### src/rtl/apb_timer_mc.sv
// apb_timer_mc: NUM_CH-channel APB timer with per-channel prescaler, reload, wrap flags and irq.
// Define TIMER_CMP_EN to build the TCMP registers, compare logic and TSR[2].
module apb_timer_mc #(
    parameter int CNT_W  = 16,
    parameter int NUM_CH = 4
) (
    input  logic              pclk,
    input  logic              preset_n,
    input  logic              psel,
    input  logic              penable,
    input  logic              pwrite,
    input  logic [7:0]        paddr,
    input  logic [15:0]       pwdata,
    output logic [15:0]       prdata,
    output logic              pready,
    output logic              pslverr,
    output logic [NUM_CH-1:0] irq
);

    localparam logic [8:0]       MAP_END = 9'(NUM_CH * 4);
    localparam logic [CNT_W-1:0] CNT_MAX = {CNT_W{1'b1}};

    logic [CNT_W-1:0]  tdr_q [NUM_CH];
    logic [CNT_W-1:0]  tdr_d [NUM_CH];
    logic [CNT_W-1:0]  cnt_q [NUM_CH];
    logic [CNT_W-1:0]  cnt_d [NUM_CH];
    logic [6:0]        tcr_q [NUM_CH];
    logic [6:0]        tcr_d [NUM_CH];
    logic [7:0]        pre_q [NUM_CH];
    logic [7:0]        pre_d [NUM_CH];
    logic [NUM_CH-1:0] of_q, of_d, uf_q, uf_d, cmpFlag;
`ifdef TIMER_CMP_EN
    logic [CNT_W-1:0]  tcmp_q [NUM_CH];
    logic [CNT_W-1:0]  tcmp_d [NUM_CH];
    logic [NUM_CH-1:0] cmp_q, cmp_d, tcmpWr;
`endif

    logic              access, mapped, wrEn;
    logic [2:0]        chSel;
    logic [1:0]        offs;
    logic [NUM_CH-1:0] tdrWr, tcrWr, tsrWr, doLoad, enRise, tick;
    logic              unusedBits;

    assign access     = psel & penable;
    assign mapped     = {1'b0, paddr} < MAP_END;
    assign wrEn       = access & pwrite & mapped;
    assign chSel      = paddr[4:2];
    assign offs       = paddr[1:0];
    assign pready     = 1'b1;
    assign pslverr    = access & ~mapped;
    assign unusedBits = ^pwdata;

`ifdef TIMER_CMP_EN
    assign cmpFlag = cmp_q;
`else
    assign cmpFlag = '0;
`endif

    // A prescaler left above a freshly shortened period ticks at once instead of wrapping through 255.
    always_comb begin
        for (int n = 0; n < NUM_CH; n++) begin
            tdrWr[n]  = wrEn && (chSel == 3'(n)) && (offs == 2'd0);
            tcrWr[n]  = wrEn && (chSel == 3'(n)) && (offs == 2'd1);
            tsrWr[n]  = wrEn && (chSel == 3'(n)) && (offs == 2'd2);
`ifdef TIMER_CMP_EN
            tcmpWr[n] = wrEn && (chSel == 3'(n)) && (offs == 2'd3);
`endif
            doLoad[n] = wrEn && (chSel == 3'(n)) && (offs == 2'd1) && pwdata[7];
            enRise[n] = wrEn && (chSel == 3'(n)) && (offs == 2'd1) && pwdata[4] && !tcr_q[n][4];
            tick[n]   = tcr_q[n][4] &&
                        ({1'b0, pre_q[n]} >= ((9'd2 << tcr_q[n][2:0]) - 9'd1));
            irq[n]    = tcr_q[n][3] & (of_q[n] | uf_q[n] | cmpFlag[n]);
        end
    end

    // Flag sets are applied after the write-0-to-clear mask so a same-cycle hardware set survives.
    always_comb begin
        of_d = of_q;
        uf_d = uf_q;
`ifdef TIMER_CMP_EN
        cmp_d = cmp_q;
`endif
        for (int n = 0; n < NUM_CH; n++) begin
            tdr_d[n] = tdr_q[n];
            cnt_d[n] = cnt_q[n];
            tcr_d[n] = tcr_q[n];
            pre_d[n] = pre_q[n];
`ifdef TIMER_CMP_EN
            tcmp_d[n] = tcmp_q[n];
            if (tcmpWr[n]) begin
                tcmp_d[n] = pwdata[CNT_W-1:0];
            end
`endif
            if (tdrWr[n]) begin
                tdr_d[n] = pwdata[CNT_W-1:0];
            end
            if (tcrWr[n]) begin
                tcr_d[n] = pwdata[6:0];
            end
            if (tsrWr[n]) begin
                of_d[n] = of_q[n] & pwdata[0];
                uf_d[n] = uf_q[n] & pwdata[1];
`ifdef TIMER_CMP_EN
                cmp_d[n] = cmp_q[n] & pwdata[2];
`endif
            end

            if (doLoad[n] || enRise[n] || tick[n]) begin
                pre_d[n] = '0;
            end else if (tcr_q[n][4]) begin
                pre_d[n] = pre_q[n] + 8'd1;
            end

            if (doLoad[n]) begin
                cnt_d[n] = tdr_q[n];
            end else if (tick[n]) begin
                if (!tcr_q[n][5]) begin
                    if (cnt_q[n] == CNT_MAX) begin
                        cnt_d[n] = tcr_q[n][6] ? tdr_q[n] : '0;
                        of_d[n]  = 1'b1;
                    end else begin
                        cnt_d[n] = cnt_q[n] + 1'b1;
                    end
                end else begin
                    if (cnt_q[n] == '0) begin
                        cnt_d[n] = tcr_q[n][6] ? tdr_q[n] : CNT_MAX;
                        uf_d[n]  = 1'b1;
                    end else begin
                        cnt_d[n] = cnt_q[n] - 1'b1;
                    end
                end
`ifdef TIMER_CMP_EN
                if (cnt_d[n] == tcmp_q[n]) begin
                    cmp_d[n] = 1'b1;
                end
`endif
            end
        end
    end

    always_ff @(posedge pclk) begin
        if (!preset_n) begin
            of_q <= '0;
            uf_q <= '0;
`ifdef TIMER_CMP_EN
            cmp_q <= '0;
`endif
            for (int n = 0; n < NUM_CH; n++) begin
                tdr_q[n] <= '0;
                cnt_q[n] <= '0;
                tcr_q[n] <= '0;
                pre_q[n] <= '0;
`ifdef TIMER_CMP_EN
                tcmp_q[n] <= '0;
`endif
            end
        end else begin
            of_q <= of_d;
            uf_q <= uf_d;
`ifdef TIMER_CMP_EN
            cmp_q <= cmp_d;
`endif
            for (int n = 0; n < NUM_CH; n++) begin
                tdr_q[n] <= tdr_d[n];
                cnt_q[n] <= cnt_d[n];
                tcr_q[n] <= tcr_d[n];
                pre_q[n] <= pre_d[n];
`ifdef TIMER_CMP_EN
                tcmp_q[n] <= tcmp_d[n];
`endif
            end
        end
    end

    always_comb begin
        prdata = '0;
        if (access && !pwrite && mapped) begin
            for (int n = 0; n < NUM_CH; n++) begin
                if (chSel == 3'(n)) begin
                    case (offs)
                        2'd0: prdata = 16'(cnt_q[n]);
                        2'd1: prdata = {9'b0, tcr_q[n]};
                        2'd2: prdata = {13'b0, cmpFlag[n], uf_q[n], of_q[n]};
`ifdef TIMER_CMP_EN
                        2'd3: prdata = 16'(tcmp_q[n]);
`else
                        2'd3: prdata = '0;
`endif
                        default: prdata = '0;
                    endcase
                end
            end
        end
    end

endmodule

### config.mk
export PLATFORM = sky130hd
export DESIGN_NAME = apb_timer_mc
export DESIGN_NICKNAME = d
export VERILOG_FILES = /design/src/rtl/apb_timer_mc.sv
export SDC_FILE = /design/constraint.sdc
export NUM_CORES = 1
export LEC_CHECK = 0
export BUFFER_PORTS_ARGS = -buffer_cell sky130_fd_sc_hd__buf_2
export CORE_UTILIZATION = 41
export DETAILED_ROUTE_END_ITERATION = 10
export SYNTH_ARGS = -nofsm -noshare
export SYNTH_HDL_FRONTEND = slang
export SYNTH_SLANG_ARGS = --single-unit
### constraint.sdc
create_clock -name pclk -period 4.25 [get_ports pclk]
set_input_delay 0.6375 -clock pclk [delete_from_list [all_inputs] [get_ports pclk]]
set_output_delay 0.6375 -clock pclk [all_outputs]
set_load 0.005 [all_outputs]
==> flow_metrics.py, run 1 <==
metrics = {
    "die": {
        "start_util_pct": 41.88,
        "die_y_microns": 190.5,
        "rows": 68,
        "die_w_microns": 190.5,
        "io_pins": 51,
        "dieArea_sq_um": 36300,
        "coreArea_sq_um": 34800,
    },
    "power_and_ir_drop": {
        "p_leak_uw": 0.005234,
        "power_density_nw_per_um2": 239.4,
        "vdd_ir_drop_max_v": 0.0002000,
    },
    "place": {
        "place_area_sq_um": 14940,
        "io_buffers": 49,
        "place_congestion": 0.9717,
        "dp.final_hpwl_mm": 37.96,
    },
    "critical_path": {
        "path_class": "primary input to output port",
        "r2r_slack_ps": 670,
        "path_delay_family": "compound AO/OA/AOI/OAI gates",
        "start_kind": "primary input",
        "end_kind": "output port",
        "critPathBufInv": 4,
        "worst-path-max-fanout": 13,
        "worstPathArrival_ps": 3220,
        "cpMostUsedCell": "buf_2",
        "cp_data_required_time_ps": 3610,
        "crit_chain": "buf_2 -> clkinv_1 -> nor2_1 -> a22oi_1 -> o21ai_0 -> a221oi_1 -> a2111oi_0 -> buf_4 -> buf_2",
        "crit_path_top_delay_cell": "a2111oi_0",
        "cpPeakStageDelay_ps": 770,
    },
    "sta": {
        "relSlewSlack_pct": 28.09,
        "setup-tns-final_ps": 0,
        "finalClockSkew_ps": 12.43,
        "fin_crit_sh_pct": 90.73,
        "finalHoldViolCount": 0,
        "rsz0062_at_grt": "false",
        "finalMaxSlewViolations": 0,
        "worstMarginPinSlew_ps": 1076,
        "setup_violations": 0,
        "fin_crit_ps": 3856,
        "max_freq_ghz": 0.2593,
    },
    "clock_tree": {
        "clk_pin_slew_worst_paths_ps": 70,
        "cts_max_path_buffers": 2,
        "clockRootBuffer": "clkbuf_16",
        "post_cts_buffers": 0,
        "cts_resized": 0,
        "cts-buffers-inserted": 17,
        "ctsHoldBuffers": 0,
        "clock_latency_ps": 450,
        "cts.sinks": 196,
        "htree_levels": 4,
        "cts_tree": "yes",
    },
    "route": {
        "ant_nets": 0,
        "vias": 15682,
        "drt_pass1_iterations": 6,
        "wirelength_mm": 53.70,
        "drcViolationCount": 0,
        "wire_per_inst_microns": 22.20,
        "via_per_inst": 6.483,
        "drtIter0Drc": 1520,
    },
    "logic_synthesis": {
        "yosys.area.top_type": "dfxtp_1",
        "postSynthAreaPerCell_sq_um": 7.165,
        "synth_cell_types": 91,
        "synth-main-ff-cell": "dfxtp_1",
        "synth_seq_area_share_pct": 26.93,
        "yosys.area.top_type_share_pct": 26.93,
        "ys_warn_count": 0,
        "ys_seq_elements": 196,
        "synth_cells": 2034,
        "synth-edff-count": 0,
        "syn_area_sq_um": 14570,
        "async_flop_share_pct": 0,
        "syn_nets": 2110,
        "synth_area_leaders": "dfxtp_1 27%, a21oi_1 7.6%, nand2_1 7.3%, o21ai_0 4.5%, ha_1 4.0%",
    },
    "finish": {
        "num_antenna_cells": 0,
        "drive_gt1_share_pct": 8.401,
        "utilization_pct": 44.57,
        "design_area_sq_um": 15510,
        "area_growth_pct": 6.422,
        "fin_nets": 2029,
    },
    "job": {
        "drv_cap": 0,
    },
    "run_status": {
        "outcome": "finished, final reports clean",
    },
    "global_route": {
        "grt_overflow_total": 0,
        "grt_max_degree": 60,
        "grt_pass1_vias": 14193,
        "grt_pass1_wl_mm": 82.67,
        "track_usage_pct": 29.21,
        "antenna_found_initial": 2,
    },
    "hold_path": {
        "hp-class": "flop to flop",
    },
}
==> synthesized netlist by cell type, drive strengths merged, types with 21 or more instances <==
| cell | number |
|---|---|
| mux2i | 31 |
| a31oi | 38 |
| xnor2 | 54 |
| a21oi | 220 |
| buf | 46 |
| inv | 48 |
| nand2 | 284 |
| ha | 47 |
| o21ai | 132 |
| nor3 | 69 |
| or3 | 22 |
| dfxtp | 196 |
| nand3 | 77 |
| nand4 | 47 |
| clkbuf | 142 |
| and3 | 21 |
| o22ai | 24 |
| xor2 | 38 |
| nor4 | 42 |
| nor2 | 143 |
==> power breakdown <==
part,internal [uW],switching [uW],total [uW]
Clock,858,792,1650
Combinational,52.2,167,219
Sequential,1840,7.11,1840
Total,2750,966,3710
==> cells by family after synthesis <==
group / synth area share, %
AOI/OAI and AO/OA: 26.02
DFF: 26.93
buffers and inverters: 6.577
xor gates and xnor gates: 5.529
adders and majority gates: 4.035
other: 0.02573
and+or+nand+nor: 28.22
muxes: 2.670
==> worst register-to-register path: cells and delay by family (launching register included) <==
kind,cells,cell delay (ps)
adder cells (fa/ha/maj),2,500
flip-flops,1,390
AND/OR/NAND/NOR,4,970
AO/OA/AOI/OAI,6,1630
==> sequential cells by signal, summed over array words and instances (netlist names) <==
register	cells
uf_q	4
tcr_q	28
tdr_q	64
pre_q	32
of_q	4
cnt_q	64
==> worst paths after layout <==
check	startpoint	cells after the start	end
setup / recovery	paddr[1]	9	prdata[0]
hold / removal	tdr_q[0][31]$_SDFFE_PN0P_	2	tdr_q[0][31]$_SDFFE_PN0P_
setup reg to reg	tcr_q[1][0]$_SDFFE_PN0P_	12	cnt_q[1][4]$_SDFFE_PN0P_
hold reg to reg	tdr_q[0][31]$_SDFFE_PN0P_	2	tdr_q[0][31]$_SDFFE_PN0P_
==> area by class of cell <==
class | count | area [sq um]
clock buffers | 21 | 470.5
clock inverters | 9 | 97.59
fillers | 3532 | 19290
inverters | 50 | 190.2
multi-input cells | 1600 | 9719
flip-flops and latches | 196 | 3924
well taps | 455 | 569.3
repair buffers | 88 | 538.0
==> stage by stage <==
step / total power [uW] / cells / hold slack, ps / worst slack (ps)
after floorplan: 2015 / 2034 / 432.9 / 1006
after global placement: 2098 / 2389 / 445.1 / 378.1
after detailed placement: 2099 / 2389 / 447.4 / 370.7
after CTS: 3717 / 2419 / 460.5 / 354.4
after global routing: 3806 / 2419 / 479.3 / 289.3
final: 3713 / 2419 / 460.8 / 393.9
==> placed cells by master (no fill, tap or decap), types with 8 or more instances in the layout <==
master / instances
nor2_1: 142
o21a_1: 9
dfxtp_1: 196
clkbuf_16: 17
a31oi_1: 38
nor3b_1: 11
inv_1: 48
buf_2: 49
a221oi_1: 9
a21oi_1: 220
mux2i_1: 31
o22ai_1: 24
a211oi_1: 17
xor2_1: 38
o31ai_1: 16
nand2b_1: 13
or4_1: 14
and3_1: 21
a211o_1: 8
nand4_1: 45
xnor2_1: 54
ha_1: 47
nor3_1: 66
and4_1: 15
nand3b_1: 11
nor4_2: 12
a22oi_1: 9
o211ai_1: 19
nor4_1: 28
nand3_1: 77
or3_1: 21
and2_1: 11
buf_4: 39
nand2_1: 283
a21o_1: 12
o21ai_0: 130
o221ai_1: 12
nor4b_1: 9
==> layer usage <==
metal	part of all wire (%)	wire (microns)	vias up	global-route usage, %
met2	45	24150	823	45.94
met1	43	22940	7458	39.50
met5	0.047	25	-	0
met3	9.0	4812	139	4.950
met4	3.3	1776	4	11.60
li1	-	-	7258	-
(Power assumes the default switching activity.)
==> run 2, diff against run 1 <==
--- a/config.mk
+++ b/config.mk
@@ -5,7 +5,8 @@
 export SDC_FILE = /design/constraint.sdc
 export NUM_CORES = 1
 export LEC_CHECK = 0
-export BUFFER_PORTS_ARGS = -buffer_cell sky130_fd_sc_hd__buf_2
+export BUFFER_PORTS_ARGS = -buffer_cell sky130_fd_sc_hd__clkbuf_2
+export CORE_MARGIN = 1
 export CORE_UTILIZATION = 41
 export DETAILED_ROUTE_END_ITERATION = 10
 export SYNTH_ARGS = -nofsm -noshare
==> constraint.sdc (replaced) <==
create_clock -name pclk -period 4.25 [get_ports pclk]
set_input_delay 0.85 -clock pclk [delete_from_list [all_inputs] [get_ports pclk]]
set_output_delay 0.85 -clock pclk [all_outputs]
set_load 0.005 [all_outputs]
==> flow_metrics.py, run 2 (synthesis gave the netlist of run 1 again) <==
metrics = {
    "place": {
        "place_congestion": 1.011,
        "io_buffers": 49,
        "dp.final_hpwl_mm": 38.52,
    },
    "global_route": {
        "grt_overflow_total": 0,
        "grt_pass1_wl_mm": 84.76,
        "track_usage_pct": 29.96,
        "grt_pass1_vias": 14291,
        "antenna_found_initial": 2,
        "use_met1_pct": 41.13,
        "busiest_layer": "met2",
        "grt_max_degree": 124,
        "grt_use_met3_pct": 5.116,
        "grtUsageMet2_pct": 47.08,
    },
    "finish": {
        "num_antenna_cells": 0,
        "drive_gt1_share_pct": 8.967,
        "area_growth_pct": 7.160,
        "layout_common_cells": "283 x nand2_1, 220 x a21oi_1, 196 x dfxtp_1",
        "largestRegisters": "cnt_q (64), tdr_q (64), pre_q (32)",
        "fin_nets": 2037,
        "final_common_cell": "nand2_1",
        "utilization_pct": 44.88,
    },
    "clock_tree": {
        "clock_latency_ps": 470,
        "cts-buffers-inserted": 17,
        "htree_levels": 4,
        "post_cts_buffers": 0,
        "ctsHoldBuffers": 0,
        "cts.sinks": 196,
        "clk_pin_slew_worst_paths_ps": 80,
        "cts_tree": "yes",
        "clockRootBuffer": "clkbuf_16",
        "cts_max_path_buffers": 2,
        "cts_resized": 0,
    },
    "sta": {
        "fin_crit_ps": 3982,
        "fin_crit_sh_pct": 93.70,
        "finalMaxSlewViolations": 0,
        "relSlewSlack_pct": 24.99,
        "finalHoldViolCount": 0,
        "setup_violations": 0,
        "max_freq_ghz": 0.2511,
        "worstMarginPinSlew_ps": 1123,
        "finalClockSkew_ps": 17.79,
        "rsz0062_at_grt": "false",
        "setup-tns-final_ps": 0,
    },
    "job": {
        "drv_cap": 0,
    },
    "critical_path": {
        "r2r-end": "cnt_q[1][6]$_SDFFE_PN0P_",
        "worst-path-max-fanout": 13,
        "end_kind": "output port",
        "path_class": "primary input to output port",
        "r2r_slack_ps": 620,
        "cpPeakStageDelay_ps": 500,
        "reg2reg_depth": 12,
        "reg2reg_from": "tcr_q[1][0]$_SDFFE_PN0P_",
        "cp_data_required_time_ps": 3400,
        "start_kind": "primary input",
        "crit_path_top_delay_cell": "a2111oi_0",
        "worstPathArrival_ps": 3130,
        "crit_chain": "clkbuf_2 -> clkinv_1 -> nor2_1 -> a221oi_1 -> a21oi_1 -> nor2_1 -> a2111oi_0 -> buf_4 -> clkbuf_2",
    },
    "hold_path": {
        "holdCritStartpoint": "tdr_q[0][4]$_SDFFE_PN0P_",
        "hp-class": "flop to flop",
        "hold-path-cell-count": 2,
        "holdPathEnd": "tdr_q[0][4]$_SDFFE_PN0P_",
    },
    "run_status": {
        "outcome": "finished, final reports clean",
    },
    "die": {
        "start_util_pct": 41.88,
        "coreArea_sq_um": 34800,
        "rows": 68,
        "die_w_microns": 190.5,
        "io_pins": 51,
        "dieArea_sq_um": 36300,
        "die_y_microns": 190.5,
    },
    "route": {
        "drt_pass1_iterations": 6,
        "wirelength_mm": 54.39,
        "drcViolationCount": 0,
        "drtIter0Drc": 1955,
        "vias": 15643,
        "ant_nets": 0,
        "via_per_inst": 6.440,
        "wire_per_inst_microns": 22.39,
    },
    "power_and_ir_drop": {
        "p_leak_uw": 0.005282,
        "seqPwrFrac_pct": 49.1,
        "p_int_uw": 2699,
        "vdd_ir_drop_max_v": 0.0003091,
        "clkPwrFrac_pct": 45.0,
        "swShare_pct": 28.13,
        "power_density_nw_per_um2": 240.5,
        "net-switching-power_uw": 1056,
        "combPwrFrac_pct": 5.9,
    },
}
==> run 2: changes by cell type in the layout (fill, tap and decap cells not counted), moves of 2 or more <==
| cell | delta |
|---|---|
| buf_4 | +7 |
| clkinv_4 | -3 |
| clkbuf_2 | +49 |
| clkinv_8 | +4 |
| inv_8 | +3 |
| buf_2 | -49 |
| inv_6 | +3 |
| clkbuf_8 | -2 |
==> run 2: routing by layer <==
metal	part of all wire [%]	wire (microns)	vias to the layer above
li1	-	-	7283
met1	43	23640	7466
met2	45	24330	774
met3	8.9	4821	116
met4	2.9	1574	4
met5	0.042	23	-
==> run 2: worst max-delay path, delay by kind of cell <==
kind / cells / cell delay (ps)
buffers and inverters: 4 / 960
AND/OR/NAND/NOR: 2 / 490
AO/OA/AOI/OAI: 3 / 820
==> run 2: how the worst max path moves through the flow <==
stage | from | depth (start not counted) | end | slack [ps]
after floorplan | paddr[4] | 8 | prdata[10] | 900
after global placement | paddr[1] | 9 | prdata[1] | 470
after detailed placement | paddr[1] | 9 | prdata[1] | 380
after CTS | paddr[1] | 9 | prdata[1] | 370
after global routing | paddr[1] | 9 | prdata[1] | 160
final | paddr[1] | 9 | prdata[1] | 270
==> run 2: power groups by stage <==
stage / clock [uW] / sequential [uW] / combinational (uW)
global route: 1790 / 1840 / 234
finish: 1690 / 1840 / 223
detailed placement: 0 / 1890 / 217
CTS: 1720 / 1840 / 217
global placement: 0 / 1890 / 216
floorplan: 0 / 1880 / 134
==> run 2: metrics by stage <==
stage / std cells / setup WS (ps) / total power, uW / hold WS, ps / area, sq um
after CTS: 2429 / 370.3 / 3781 / 465.5 / 15620
after floorplan: 2034 / 900.6 / 2015 / 432.9 / 14570
final: 2429 / 267.7 / 3756 / 462.2 / 15620
after global placement: 2397 / 473.9 / 2103 / 445.6 / 15020
after detailed placement: 2397 / 384.7 / 2103 / 454.3 / 15020
after global routing: 2429 / 160.4 / 3867 / 489.1 / 15620
==> run 2: layout make-up <==
| class | count | area, sq um |
|---|---|---|
| fillers | 3528 | 19180 |
| multi-input cells | 1600 | 9724 |
| flip-flops and latches | 196 | 3924 |
| repair buffers | 96 | 610.6 |
| well taps | 455 | 569.3 |
| clock buffers | 18 | 439.2 |
| inverters | 50 | 190.2 |
| clock inverters | 14 | 158.9 |
==> run 3, diff against run 2 <==
--- a/config.mk
+++ b/config.mk
@@ -9,6 +9,8 @@
 export CORE_MARGIN = 1
 export CORE_UTILIZATION = 41
 export DETAILED_ROUTE_END_ITERATION = 10
+export HOLD_SLACK_MARGIN = 0.1
+export PLACE_DENSITY = 0.54
 export SYNTH_ARGS = -nofsm -noshare
 export SYNTH_HDL_FRONTEND = slang
 export SYNTH_SLANG_ARGS = --single-unit
==> flow_metrics.py, run 3 (synthesis gave the netlist of run 1 again) <==
metrics = {
    "run_status": {
        "outcome": "finished, final reports clean",
    },
    "sta": {
        "fin_crit_ps": 3757,
        "finalClockSkew_ps": 12.62,
        "max_freq_ghz": 0.2662,
        "fin_crit_sh_pct": 88.40,
        "finalHoldViolCount": 0,
        "setup_violations": 0,
        "finalMaxSlewViolations": 0,
        "relSlewSlack_pct": 21.96,
        "worstMarginPinSlew_ps": 1152,
        "setup-tns-final_ps": 0,
        "rsz0062_at_grt": "false",
    },
    "critical_path": {
        "path_delay_family": "compound AO/OA/AOI/OAI gates",
        "end_kind": "output port",
        "critPathBufInv": 4,
        "reg2reg_from": "tcr_q[1][0]$_SDFFE_PN0P_",
        "path_class": "primary input to output port",
        "cp_data_required_time_ps": 3400,
        "r2r-end": "cnt_q[1][6]$_SDFFE_PN0P_",
        "worst-path-max-fanout": 9,
        "cpPeakStageDelay_ps": 490,
        "worstPathArrival_ps": 2910,
        "crit_chain": "clkbuf_2 -> clkinv_1 -> nor2_1 -> a221oi_1 -> a21oi_1 -> nor2_1 -> a2111oi_0 -> buf_4 -> clkbuf_2",
        "r2r_slack_ps": 660,
        "reg2reg_depth": 12,
        "start_kind": "primary input",
        "crit_path_top_delay_cell": "nor2_1",
    },
    "die": {
        "start_util_pct": 41.88,
        "io_pins": 51,
        "die_y_microns": 190.5,
        "die_w_microns": 190.5,
        "dieArea_sq_um": 36300,
        "coreArea_sq_um": 34800,
        "rows": 68,
    },
    "route": {
        "via_per_inst": 6.332,
        "drtIter0Drc": 1630,
        "vias": 15393,
        "drcViolationCount": 0,
        "drt_pass1_iterations": 6,
        "ant_nets": 0,
        "wire_per_inst_microns": 22.81,
        "wirelength_mm": 55.46,
    },
    "finish": {
        "layout_common_cells": "283 x nand2_1, 220 x a21oi_1, 196 x dfxtp_1",
        "final_common_cell": "nand2_1",
        "fin_nets": 2039,
        "area_growth_pct": 7.040,
        "num_antenna_cells": 0,
        "largestRegisters": "cnt_q (64), tdr_q (64), pre_q (32)",
        "drive_gt1_share_pct": 9.059,
    },
    "power_and_ir_drop": {
        "net-switching-power_uw": 1002,
        "combPwrFrac_pct": 6.1,
        "vdd_ir_drop_max_v": 0.0002808,
        "seqPwrFrac_pct": 49.5,
        "power_density_nw_per_um2": 238.9,
        "p_int_uw": 2725,
        "power_uw": 3726,
        "p_leak_uw": 0.005274,
        "swShare_pct": 26.88,
        "clkPwrFrac_pct": 44.4,
    },
    "global_route": {
        "busiest_layer": "met2",
        "grt_pass1_wl_mm": 85.53,
        "track_usage_pct": 30.50,
        "grt_overflow_total": 0,
        "grtUsageMet2_pct": 47.22,
        "grt_pass1_vias": 14085,
        "grt_max_degree": 103,
        "antenna_found_initial": 0,
        "grt_use_met3_pct": 5.171,
        "use_met1_pct": 42.33,
    },
    "clock_tree": {
        "cts_resized": 0,
        "clk_pin_slew_worst_paths_ps": 70,
        "post_cts_buffers": 0,
        "htree_levels": 4,
        "clockRootBuffer": "clkbuf_16",
        "cts.sinks": 196,
        "ctsHoldBuffers": 0,
        "cts-buffers-inserted": 17,
        "clock_latency_ps": 460,
        "cts_max_path_buffers": 2,
        "cts_tree": "yes",
    },
    "hold_path": {
        "hold-path-cell-count": 2,
        "hp-class": "flop to flop",
        "holdCritStartpoint": "tdr_q[0][31]$_SDFFE_PN0P_",
        "holdPathEnd": "tdr_q[0][31]$_SDFFE_PN0P_",
    },
    "place": {
        "io_buffers": 49,
        "dp.final_hpwl_mm": 38.90,
        "place_congestion": 0.9905,
    },
    "job": {
        "drv_cap": 0,
    },
}
==> run 3: cell count changes in the layout (fill, tap and decap cells not counted), sizes merged <==
cell,before,now
inv,57,54
buf,47,49
bufinv,0,1
clkinvlp,1,3
==> run 3: final cells by class <==
| cell class | count | area (sq um) |
|---|---|---|
| well taps | 455 | 569.3 |
| fillers | 3582 | 19200 |
| clock inverters | 14 | 125.1 |
| flip-flops and latches | 196 | 3924 |
| inverters | 50 | 190.2 |
| multi-input cells | 1600 | 9726 |
| clock buffers | 18 | 439.2 |
| repair buffers | 98 | 625.6 |
==> run 3: routing by layer <==
| metal | routed length [microns] | up-vias | part of all wire (%) |
|---|---|---|---|
| met5 | 0 | - | 0 |
| met4 | 1558 | 0 | 2.8 |
| met3 | 4392 | 93 | 7.9 |
| met2 | 24530 | 675 | 44 |
| met1 | 24970 | 7348 | 45 |
| li1 | - | 7277 | - |
==> run 3: how the worst max path moves through the flow <==
stage,slack [ps],end,cells after the start,start
2_1_floorplan,900,prdata[10],8,paddr[4]
3_3_place_gp,670,prdata[1],6,paddr[6]
3_5_place_dp,580,prdata[1],6,paddr[6]
4_1_cts,530,prdata[1],9,paddr[1]
5_1_grt,370,prdata[1],9,paddr[1]
6_report,490,prdata[1],9,paddr[1]
==> run 3: power groups by stage <==
stage                     Clock (uW)  Sequential, uW  Combinational [uW]
after floorplan                    0            1880                 134
after global placement             0            1890                 223
after detailed placement           0            1890                 223
after CTS                       1680            1840                 224
after global routing            1750            1840                 241
final                           1650            1840                 229
==> run 3: worst min-delay path: stages (launching register included) <==
cell	delay [ps]
dfxtp_1	310
nand2_1	50
a21oi_1	50
==> run 3: metrics by stage <==
step           util (%)  area (sq um)  setup WS (ps)  cells  hold slack (ps)
2_1_floorplan         -         14570          900.6   2034            432.9
3_3_place_gp      43.20         15030          668.0   2399            446.2
3_5_place_dp      43.20         15030          582.6   2399            458.0
4_1_cts           44.83         15600          529.1   2431            467.8
5_1_grt           44.83         15600          367.2   2431            489.7
6_report          44.83         15600          493.0   2431            461.8
